### config.mk
export PLATFORM = sky130hd
export DESIGN_NAME = arith_issue_stage
export DESIGN_NICKNAME = d
export VERILOG_FILES = /design/src/rtl/arith_pkg.sv /design/src/rtl/arith_op_fifo.sv /design/src/rtl/arith_issue_stage.sv
export SDC_FILE = /design/constraint.sdc
export NUM_CORES = 1
export LEC_CHECK = 0
export ABC_CLOCK_PERIOD_IN_PS = 1900
export CAP_MARGIN = 20
export CORE_MARGIN = 8
export CORE_UTILIZATION = 40
export CTS_CLUSTER_DIAMETER = 120
export CTS_CLUSTER_SIZE = 20
export DETAILED_ROUTE_END_ITERATION = 12
export SLEW_MARGIN = 20
export SYNTH_ARGS = -nofsm -noshare
export SYNTH_HDL_FRONTEND = slang
export SYNTH_HIERARCHICAL = 1
export SYNTH_SLANG_ARGS = --single-unit
### constraint.sdc
create_clock -name clk -period 1.9 [get_ports clk]
set_input_delay 0.285 -clock clk [delete_from_list [all_inputs] [get_ports clk]]
set_output_delay 0.285 -clock clk [all_outputs]
set_load 0.03 [all_outputs]
### src/rtl/arith_pkg.sv
// ============================================================================
// Module : arith_pkg
// Brief  : Shared op codes, request word layout and issue FSM encoding.
// Rev    : 1.0
// ============================================================================
`default_nettype none

package arith_pkg;

  localparam logic [1:0] OP_PASS = 2'b00;
  localparam logic [1:0] OP_NAND = 2'b01;
  localparam logic [1:0] OP_ADD  = 2'b10;
  localparam logic [1:0] OP_MUL  = 2'b11;

  localparam int REQ_W = 7;

  // Request word layout {sel, cin, b, a}
  typedef struct packed {
    logic [1:0] sel;
    logic       cin;
    logic [1:0] b;
    logic [1:0] a;
  } req_t;

  typedef enum logic [1:0] {
    ST_IDLE = 2'd0,
    ST_WAIT = 2'd1,
    ST_HOLD = 2'd2
  } state_t;

endpackage

`default_nettype wire

### src/rtl/arith_op_fifo.sv
// ============================================================================
// Module : arith_op_fifo
// Brief  : DEPTH-entry request FIFO; push gated internally by full, pop by empty.
// Rev    : 1.0
// ============================================================================
`default_nettype none

module arith_op_fifo
  import arith_pkg::*;
#(
  parameter int DEPTH = 4,
  parameter int AW    = 2
) (
  input  logic clk,
  input  logic rst,
  input  logic push,
  input  logic pop,
  input  req_t wr_data,
  output req_t rd_data,
  output logic full,
  output logic empty
);

  req_t          mem_q [DEPTH];
  req_t          mem_d [DEPTH];
  logic [AW-1:0] wr_ptr_q, wr_ptr_d;
  logic [AW-1:0] rd_ptr_q, rd_ptr_d;
  logic [AW:0]   count_q, count_d;
  logic          do_push;
  logic          do_pop;

  assign full    = (count_q == (AW+1)'(DEPTH));
  assign empty   = (count_q == '0);
  assign do_push = push & ~full;
  assign do_pop  = pop & ~empty;
  assign rd_data = mem_q[rd_ptr_q];

  always_comb begin
    mem_d    = mem_q;
    wr_ptr_d = wr_ptr_q;
    rd_ptr_d = rd_ptr_q;
    count_d  = count_q;
    if (do_push) begin
      mem_d[wr_ptr_q] = wr_data;
      wr_ptr_d        = wr_ptr_q + AW'(1);
    end
    if (do_pop) begin
      rd_ptr_d = rd_ptr_q + AW'(1);
    end
    // Simultaneous push and pop leaves the occupancy unchanged
    case ({do_push, do_pop})
      2'b10:   count_d = count_q + (AW+1)'(1);
      2'b01:   count_d = count_q - (AW+1)'(1);
      default: count_d = count_q;
    endcase
  end

  always_ff @(posedge clk or posedge rst) begin
    if (rst) begin
      for (int i = 0; i < DEPTH; i++) begin
        mem_q[i] <= '0;
      end
      wr_ptr_q <= '0;
      rd_ptr_q <= '0;
      count_q  <= '0;
    end else begin
      mem_q    <= mem_d;
      wr_ptr_q <= wr_ptr_d;
      rd_ptr_q <= rd_ptr_d;
      count_q  <= count_d;
    end
  end

endmodule

`default_nettype wire

### src/rtl/arith_issue_stage.sv
// ============================================================================
// Module : arith_issue_stage
// Brief  : Queues ALU requests, issues one at a time, holds result on valid/ready.
// Rev    : 1.0
// ============================================================================
`default_nettype none

module arith_issue_stage
  import arith_pkg::*;
#(
  parameter int DEPTH = 4,
  parameter int AW    = 2,
  parameter int CNT_W = 8
) (
  input  logic             clk,
  input  logic             rst,
  input  logic             in_valid,
  output logic             in_ready,
  input  logic [1:0]       in_a,
  input  logic [1:0]       in_b,
  input  logic             in_cin,
  input  logic [1:0]       in_sel,
  output logic [1:0]       alu_a,
  output logic [1:0]       alu_b,
  output logic             alu_cin,
  output logic [1:0]       alu_s,
  input  logic [3:0]       alu_out,
  output logic             res_valid,
  input  logic             res_ready,
  output logic [3:0]       res_data,
  output logic [1:0]       res_sel,
  output logic [CNT_W-1:0] op_count
);

  state_t           state_q, state_d;
  req_t             op_q, op_d;
  logic [3:0]       res_data_q, res_data_d;
  logic [1:0]       res_sel_q, res_sel_d;
  logic [CNT_W-1:0] op_count_q, op_count_d;
  req_t             fifo_head;
  req_t             fifo_wr;
  logic             fifo_full;
  logic             fifo_empty;
  logic             fifo_pop;

  assign fifo_wr = '{sel: in_sel, cin: in_cin, b: in_b, a: in_a};

  arith_op_fifo #(
    .DEPTH (DEPTH),
    .AW    (AW)
  ) u_fifo (
    .clk     (clk),
    .rst     (rst),
    .push    (in_valid),
    .pop     (fifo_pop),
    .wr_data (fifo_wr),
    .rd_data (fifo_head),
    .full    (fifo_full),
    .empty   (fifo_empty)
  );

  assign in_ready  = ~fifo_full;
  assign alu_a     = op_q.a;
  assign alu_b     = op_q.b;
  assign alu_cin   = op_q.cin;
  assign alu_s     = op_q.sel;
  assign res_valid = (state_q == ST_HOLD);
  assign res_data  = res_data_q;
  assign res_sel   = res_sel_q;
  assign op_count  = op_count_q;

  always_comb begin
    state_d    = state_q;
    op_d       = op_q;
    res_data_d = res_data_q;
    res_sel_d  = res_sel_q;
    op_count_d = op_count_q;
    fifo_pop   = 1'b0;
    case (state_q)
      ST_IDLE: begin
        if (!fifo_empty) begin
          fifo_pop = 1'b1;
          op_d     = fifo_head;
          state_d  = ST_WAIT;
        end
      end
      ST_WAIT: begin
        // Operands have been stable a full cycle, so alu_out is settled
        res_data_d = alu_out;
        res_sel_d  = op_q.sel;
        state_d    = ST_HOLD;
      end
      ST_HOLD: begin
        if (res_ready) begin
          op_count_d = op_count_q + CNT_W'(1);
          if (!fifo_empty) begin
            fifo_pop = 1'b1;
            op_d     = fifo_head;
            state_d  = ST_WAIT;
          end else begin
            state_d = ST_IDLE;
          end
        end
      end
      default: state_d = ST_IDLE;
    endcase
  end

  always_ff @(posedge clk or posedge rst) begin
    if (rst) begin
      state_q    <= ST_IDLE;
      op_q       <= '0;
      res_data_q <= '0;
      res_sel_q  <= '0;
      op_count_q <= '0;
    end else begin
      state_q    <= state_d;
      op_q       <= op_d;
      res_data_q <= res_data_d;
      res_sel_q  <= res_sel_d;
      op_count_q <= op_count_d;
    end
  end

endmodule

`default_nettype wire

==> results of run 1 <==
report_power, final:
part / leakage, nW / total [W] / internal (W) / switching [W]
clock network: 0.109 / 0.00123 / 0.000770 / 0.000463
logic: 0.699 / 0.00310 / 0.00177 / 0.00134
registers: 0.698 / 0.00229 / 0.00185 / 0.000445
worst max-delay path: cells and delay by family (launching register included):
| family | cells | cell delay [ps] |
|---|---|---|
| DFF | 1 | 410 |
| and+or+nand+nor | 3 | 450 |
| xor gates and xnor gates | 2 | 330 |
| buffers and inverters | 2 | 170 |
| adders and majority gates | 2 | 450 |
logic make-up after synthesis:
kind of cell,Yosys count,synth area share [%]
DFF,58,56.5
and+or+nand+nor,29,6.48
buffers and inverters,13,2.09
adders and majority gates,7,3.70
xor gates and xnor gates,13,4.43
AOI/OAI and AO/OA,4,1.85
muxes,50,24.9
area by class of cell:
type,instances,area [sq um]
Sequential cell,58,1450
Clock inverter,5,77.6
Timing Repair Buffer,58,593
Multi-Input combinational cell,103,1100
Inverter,9,33.8
Clock buffer,11,141
Fill cell,531,2790
Tap cell,77,96.3
registers in the layout, summed over array words and instances (netlist names):
name,cells
res_data,4
res_sel,2
u_fifo/rd_ptr_q,2
alu_b,2
u_fifo/wr_ptr_q,2
alu_cin,1
alu_a,2
alu_s,2
op_count,8
u_fifo/count_q,3
state_q,2
u_fifo/mem_q,28
synth_stat cells, drive strengths merged:
master,count,share of area [%]
a211oi,2,1.1
a21bo,1,0.39
and3,1,0.24
and3b,1,0.39
buf,4,0.78
dfrtp,58,57
fa,1,0.78
ha,6,2.9
inv,9,1.3
mux2,42,18
mux2i,1,0.39
mux4,7,6.1
nand2,9,1.3
nand2b,1,0.24
nand3,1,0.19
nand3b,1,0.29
nand4,5,1.2
nor2,5,1.1
nor2b,1,0.24
nor3,2,0.39
nor3b,1,0.49
o31a,1,0.39
or2b,1,0.34
xnor2,9,3.1
xor2,4,1.4
metrics by stage:
stage	area, sq um	worst slack (ps)
3_5_place_dp	3260	-487
6_report	3490	-22.8
2_1_floorplan	2600	-7.06
3_3_place_gp	3260	-381
5_1_grt	3490	-131
4_1_cts	3490	-34.0
final timing paths:
check                                   from                end  slack [ps]  cells past startpoint
max                        u_fifo/count_q[1]  u_fifo/count_q[2]         -20                      9
min                                      rst           alu_s[1]         230                      2
max reg2reg                u_fifo/count_q[1]  u_fifo/count_q[2]         -20                      9
min reg2reg                      op_count[7]        op_count[7]         470                      1
max in group asynchronous                rst        op_count[1]        1110                      3
min in group clk                 op_count[7]        op_count[7]         470                      1
metal layers:
metal	track usage (%)	up-vias
li1	-	744
met4	6.15	0
met3	3.67	5
met5	0	-
met2	22.8	31
met1	14.8	810
timing repair:
item                       CTS  global route
setup endpoints to repair    3             2
pin swaps                    4             1
buffers inserted             1             0
resized for setup            8             0
cloned                       0             0
==> results.cfg, run 1 <==
[setup_path]
path_cells = buf_6, nor3b_4, or2b_4, ha_4, inv_2, fa_2, xor2_1, nor2_1, xor2_1
arrival_ps = 2150
startpoint_type = register
worstPathRequired_ps = 2130
crit_top_cell = xor2_1
slowest_delay_ps = 410
cp_max_fo = 3
worstSetupPathType = register to register
cp_slowest_cell = dfrtp_1
end_kind = register

[global_routing]
antenna_found_initial = 0
grt_max_degree = 36
first_global_vias = 1856
grt_use_total_pct = 13.2
grt_overflow = 0
grt_pass1_wl_microns = 9110

[layout]
final_cell_mix = dfrtp_1 (57), mux2_2 (42), clkdlybuf4s50_1 (34)
fin_util_pct = 55.6
instances_no_fill = 321
area_growth_pct = 35.9
diodes = 0
nets = 261
drive_gt1_share_pct = 41.8
final_common_cell = dfrtp_1

[clock_network]
holdBufCountCts = 0
cts_tree = yes
cts_max_level = 3
clkTransAtPathRegs_ps = 70
cts_buffers = 9
clk_path_buf_depth = 2
insertion_delay_ps = 320
clock_sinks = 58
clockRootBuffer = clkbuf_8

[timing]
slew_viol_final = 0
grt_setup_unrepaired = true
slew-limit-headroom_pct = 68.1
fin_skew_ps = 9.02
tightest_slew_ps = 479
final-setup-viol-count = 1
min_period_over_period_pct = 101
hold_violations = 0
worst_hold_slack_ps = 231
setup_ws_ps = -22.8
period_needed_ps = 1920
max_freq_mhz = 520
tns_ps = -22.8

[placed_design]
hpwl_microns = 4080
io_buffers = 37
gp_congestion = 0.732
dp_cells = 304

[synth]
postSynthAreaPerCell_sq_um = 14.8
netlist_area_sq_um = 2570
yosysSeqAreaShare_pct = 56.5
yosys.cell_types.count = 27
synth-seq-cells = 58
synth_nets = 196
ys_warn_count = 6
synthCells = 174

[run_status]
status = complete, but fails checks
violations = negative setup slack

[routing]
wl_per_cell_microns = 16.9
wirelength_microns = 5420
num_vias = 1590
drt_iter0_drc = 39
post-route-drc-count = 0
drt-met1-wl_microns = 2230
ant_nets = 0
met2WireLength_microns = 2850
dr_wl_met3_microns = 303
vias_per_cell = 4.95
top_layer_used = met4
firstDrtPassIters = 4

[worst_hold_path]
hold_class = input pin to asynchronous set/reset pin

[die]
die_area_sq_um = 9240
initial_core_util_pct = 40.9
rows = 29
die_h_microns = 96.1
io_pins = 38
coreArea_sq_um = 6280
die_w_microns = 96.1

[pwr]
p_leak_nw = 1.51
power.density_nw_per_um2 = 1900
vdd_drop_max_mv = 0.924
power_w = 0.00663

[run]
max-cap-violations = 0
No activity file was read; power rests on OpenSTA's default activity.
==> run 2: changes to the inputs <==
GPL_TIMING_DRIVEN = 0   (was default)
==> run 2 against run 1 <==
  * The run now ends clean
  * Flip-flop and latch count unchanged
  * First-iteration DRC count decreased by 15%
  * Maximum frequency rose by 1.6%
  * Total power is 4.8% lower
  * Clock power fell by 7%
  * Clock skew up 0.57 ps
  * Combinational power down 7.1%
  * Final cell count down 3.7%
  * Wire length shrank 1.8%
  * Setup slack improved by 31 ps
  * Worst hold slack better by 190 ps
  * Largest cell class unchanged
==> results.cfg, run 2 (same netlist as run 1, synthesis figures left out) <==
[layout]
drive_gt1_share_pct = 39.7
area_growth_pct = 28.9
regMostFlops = u_fifo/mem_q
fill_cells = 536
final_cell_mix = dfrtp_1 (54), mux2_2 (42), clkdlybuf4s50_1 (34)
final_common_cell = dfrtp_1
largest_reg_flops = 28
nets = 249
diodes = 0
design_area_sq_um = 3310

[setup_path]
r2r-end = u_fifo/count_q[2]
cp_max_fo = 5
arrival_ps = 2140
worstPathRequired_ps = 2150
startpoint_type = register
end_kind = register
worstSetupPathType = register to register
r2r_start = u_fifo/count_q[0]
r2r_slack_ps = 8
reg2regPathDepth = 9

[placed_design]
io_buffers = 37
placed_area_sq_um = 3070
gp_congestion = 0.768
hpwl_microns = 3730
dp_worst_setup_slack_ps = -580

[routing]
vias_per_cell = 5.11
drt_iter0_drc = 33
post-route-drc-count = 0
ant_nets = 0
firstDrtPassIters = 4
wl_per_cell_microns = 17.2
num_vias = 1578
wirelength_microns = 5320

[worst_hold_path]
hold_class = input pin to asynchronous set/reset pin

[clock_network]
cts_max_level = 3
clk_path_buf_depth = 2
clockRootBuffer = clkbuf_8
insertion_delay_ps = 330
cts_buffers = 9
cts_tree = yes
clock_sinks = 58
holdBufCountCts = 0
clkTransAtPathRegs_ps = 70

[die]
die_w_microns = 96.1
die_h_microns = 96.1
io_pins = 38
die_area_sq_um = 9240
rows = 29
coreArea_sq_um = 6280
initial_core_util_pct = 40.9

[timing]
grt_setup_unrepaired = true
slew_viol_final = 0
setup_ws_ps = 8.12
max_freq_mhz = 529
min_period_over_period_pct = 99.6
tightest_slew_ps = 893
fin_skew_ps = 9.59
hold_violations = 0
final-setup-viol-count = 0
slew-limit-headroom_pct = 40.4
period_needed_ps = 1890

[pwr]
p_leak_nw = 1.41
power.density_nw_per_um2 = 1910
vdd_drop_max_mv = 0.848

[global_routing]
grt_use_total_pct = 12.5
antenna_found_initial = 0
grt_pass1_wl_microns = 8630
grt_max_degree = 36
first_global_vias = 1754
grt_overflow = 0

[run]
max-cap-violations = 0

[run_status]
status = completed
[run 2: changes by cell type in the layout (fill, tap and decap cells not counted), moves of 2 or more]
cell	previous run	this run
buf_2	0	4
buf_12	5	0
inv_1	8	6
buf_4	15	5
dfrtp_1	57	54
clkbuf_1	1	3
inv_2	1	3
dfrtp_2	1	4
[run 2: timing repair]
item,in CTS,in global routing
endpoints found under the hold margin,0,0
setup buffers,2,3
pin swaps,1,4
endpoints found under the setup margin,4,2
resized for setup,6,4
[run 2: worst max path at each step]
stage	start	endpoint	slack, ps
floorplan	u_fifo/count_q[1]	u_fifo/count_q[2]	-7
global placement	res_ready	u_fifo/count_q[2]	-600
detailed placement	res_ready	u_fifo/count_q[2]	-580
CTS	u_fifo/count_q[2]	u_fifo/count_q[2]	-110
global route	u_fifo/count_q[0]	u_fifo/count_q[2]	-90
finish	u_fifo/count_q[0]	u_fifo/count_q[2]	8
[run 2: area by class of cell]
type                       instances  area [sq um]  share of cell area [%]
sequential                        58          1460                    44.0
multi-input combinational        103          1100                    33.3
timing repair buffer              42           404                    12.2
clock buffer                      14           163                    4.91
tap                               77          96.3                    2.91
clock inverter                     2          35.0                    1.06
inverter                           9          33.8                    1.02
buffer                             4          20.0                   0.604
[run 2: power breakdown]
part | leakage, nW | switching, W | internal [W]
registers | 0.695 | 0.000440 | 0.00186
clock network | 0.101 | 0.000462 | 0.000677
logic | 0.616 | 0.00131 | 0.00157
total | 1.41 | 0.00221 | 0.00410
[run 2: per-stage QoR]
step                total power (W)  instances  hold WS, ps  TNS [ps]  utilization (%)
finish                      0.00631        309          425         0             52.8
global route                0.00669        309          493     -90.4             52.8
CTS                         0.00632        306          433      -159             52.3
detailed placement          0.00511        288          457     -1490             48.8
global placement            0.00494        288          456     -1590             48.8
floorplan                   0.00421        174          287     -7.06                -
[run 2: per-layer routing]
layer	track usage, %	vias to the layer above	wire, microns
li1	-	720	-
met1	13.2	817	2050
met2	22.1	33	2830
met3	3.28	8	347
met4	7.30	0	95
met5	0	-	0
[run 2: critical path, stage by stage (launching register included)]
cell and delay [ps]:
dfrtp_2 450, nor3_4 80, a211oi_2 150, o31a_2 210
ha_4 150, inv_2 40, fa_2 320, xor2_1 140
nor2_1 110, xor2_1 160
==> run 3: changes to the inputs <==
CAP_MARGIN = 25   (was 20)
CELL_PAD_IN_SITES_DETAIL_PLACEMENT = 1   (was default)
CELL_PAD_IN_SITES_GLOBAL_PLACEMENT = 1   (was default)
PLACE_DENSITY = 0.76   (was default)
==> run 3 against run 2 <==
  * Worst hold slack got worse by 120 ps
  * Register-to-register slack about the same
  * Final area increased by 2.0%
  * Via count increased by 2.0%
  * Maximum frequency is 0.20% lower
  * Setup slack got worse by 3.8 ps
  * Flip-flop and latch count unchanged
  * Die area unchanged
  * Largest cell class unchanged
  * Largest power group unchanged
==> results.cfg, run 3 (same netlist as run 1, synthesis figures left out) <==
[pwr]
power.density_nw_per_um2 = 1900
p_leak_nw = 1.45
vdd_drop_max_mv = 0.880
power_w = 0.00644

[routing]
num_vias = 1610
firstDrtPassIters = 4
vias_per_cell = 5.14
post-route-drc-count = 0
drt_iter0_drc = 22
wirelength_microns = 5510
ant_nets = 0
wl_per_cell_microns = 17.6

[setup_path]
slowest_delay_ps = 450
reg2regPathDepth = 8
startpoint_type = register
critPathLaunch = state_q[0]
cp_slowest_cell = dfrtp_2
worstSetupPathType = register to register
crit_top_cell = xor2_1
r2r_slack_ps = 4
r2r-end = u_fifo/count_q[2]
path_cells = a211oi_2, o31a_2, ha_4, inv_2, fa_2, xor2_1, nor2_1, xor2_1
worstPathRequired_ps = 2150
r2r_start = state_q[0]
end_kind = register
cp_max_fo = 6
arrival_ps = 2150

[clock_network]
cts_tree = yes
clockRootBuffer = clkbuf_8
cts_max_level = 3
insertion_delay_ps = 330
cts_buffers = 9
clkTransAtPathRegs_ps = 60
holdBufCountCts = 0
clk_path_buf_depth = 2
clock_sinks = 58

[timing]
tightest_slew_ps = 736
min_period_over_period_pct = 99.8
max_freq_mhz = 528
final-setup-viol-count = 0
hold_violations = 0
slew-limit-headroom_pct = 50.8
grt_setup_unrepaired = true
fin_skew_ps = 5.88
tns_ps = 0
period_needed_ps = 1900
slew_viol_final = 0

[worst_hold_path]
hold_class = input pin to asynchronous set/reset pin

[layout]
regMostFlops = u_fifo/mem_q
instances_no_fill = 313
largest_reg_flops = 28
final_common_cell = dfrtp_1
fin_util_pct = 53.8
seq_area_sq_um = 1460
diodes = 0
final_cell_mix = dfrtp_1 (54), mux2_2 (42), clkdlybuf4s50_1 (34)
design_area_sq_um = 3380
nets = 253
multi_input_area_sq_um = 1100
fill_cells = 616
drive_gt1_share_pct = 41.9
area_growth_pct = 31.6

[global_routing]
grt-busiest-layer = met2
use_met1_pct = 16.5
antenna_found_initial = 0
grt_overflow = 0
grt_use_total_pct = 13.6
grt_util_met3_pct = 4.13
grt_max_degree = 36
first_global_vias = 1767
use_met2_pct = 21.5
grt_pass1_wl_microns = 9340

[placed_design]
io_buffers = 37
placed_area_sq_um = 3070
dp_cells = 288
gp_congestion = 0.744
hpwl_microns = 3770

[die]
die_w_microns = 96.1
die_h_microns = 96.1
io_pins = 38
initial_core_util_pct = 40.9
rows = 29
coreArea_sq_um = 6280
die_area_sq_um = 9240

[run_status]
status = completed

[run]
max-cap-violations = 0
## run 3: worst max-delay path by stage
| stage | slack, ps | cells past startpoint | endpoint |
|---|---|---|---|
| CTS | -90 | 8 | u_fifo/count_q[2] |
| detailed placement | -570 | 10 | u_fifo/count_q[2] |
| finish | 4 | 8 | u_fifo/count_q[2] |
| floorplan | -7 | 8 | u_fifo/count_q[2] |
| global route | -80 | 8 | u_fifo/count_q[2] |
| global placement | -560 | 10 | u_fifo/count_q[2] |
## run 3: final cells by class
type,count,area share (%)
inverter,9,1.00
sequential,58,43.1
multi-input combinational,103,32.7
tap,77,2.85
clock inverter,5,2.30
timing repair buffer,46,13.3
clock buffer,11,4.18
buffer,4,0.592
## run 3: critical path: cells and delay by family (launching register included)
kind	cells	cell delay (ps)
adder cells (fa/ha/maj)	2	470
AO/OA/AOI/OAI	2	460
XOR/XNOR	2	300
AND/OR/NAND/NOR	1	110
buffers and inverters	1	30
flip-flops	1	450
## run 3: metrics by stage
step                      worst slack (ps)  hold slack (ps)
after global routing                 -79.6              319
after detailed placement              -573              465
final                                 4.34              302
after floorplan                      -7.06              287
after CTS                            -88.6              477
after global placement                -565              455
## run 3: where the power goes
| part | internal (W) | switching [W] |
|---|---|---|
| Combinational | 0.00159 | 0.00131 |
| Clock | 0.000770 | 0.000476 |
| Sequential | 0.00186 | 0.000435 |
## run 3: metal layers
layer	vias to the layer above	part of all wire, %	wire length (microns)
li1	730	-	-
met1	832	43	2380
met2	39	49	2680
met3	9	6.5	357
met4	0	1.7	96
met5	-	0	0
## run 3: timing repair
item / in CTS / in global routing
pin swaps: 3 / 1
endpoints found under the setup margin: 4 / 3
gates resized for setup: 7 / 5
buffers inserted: 2 / 6
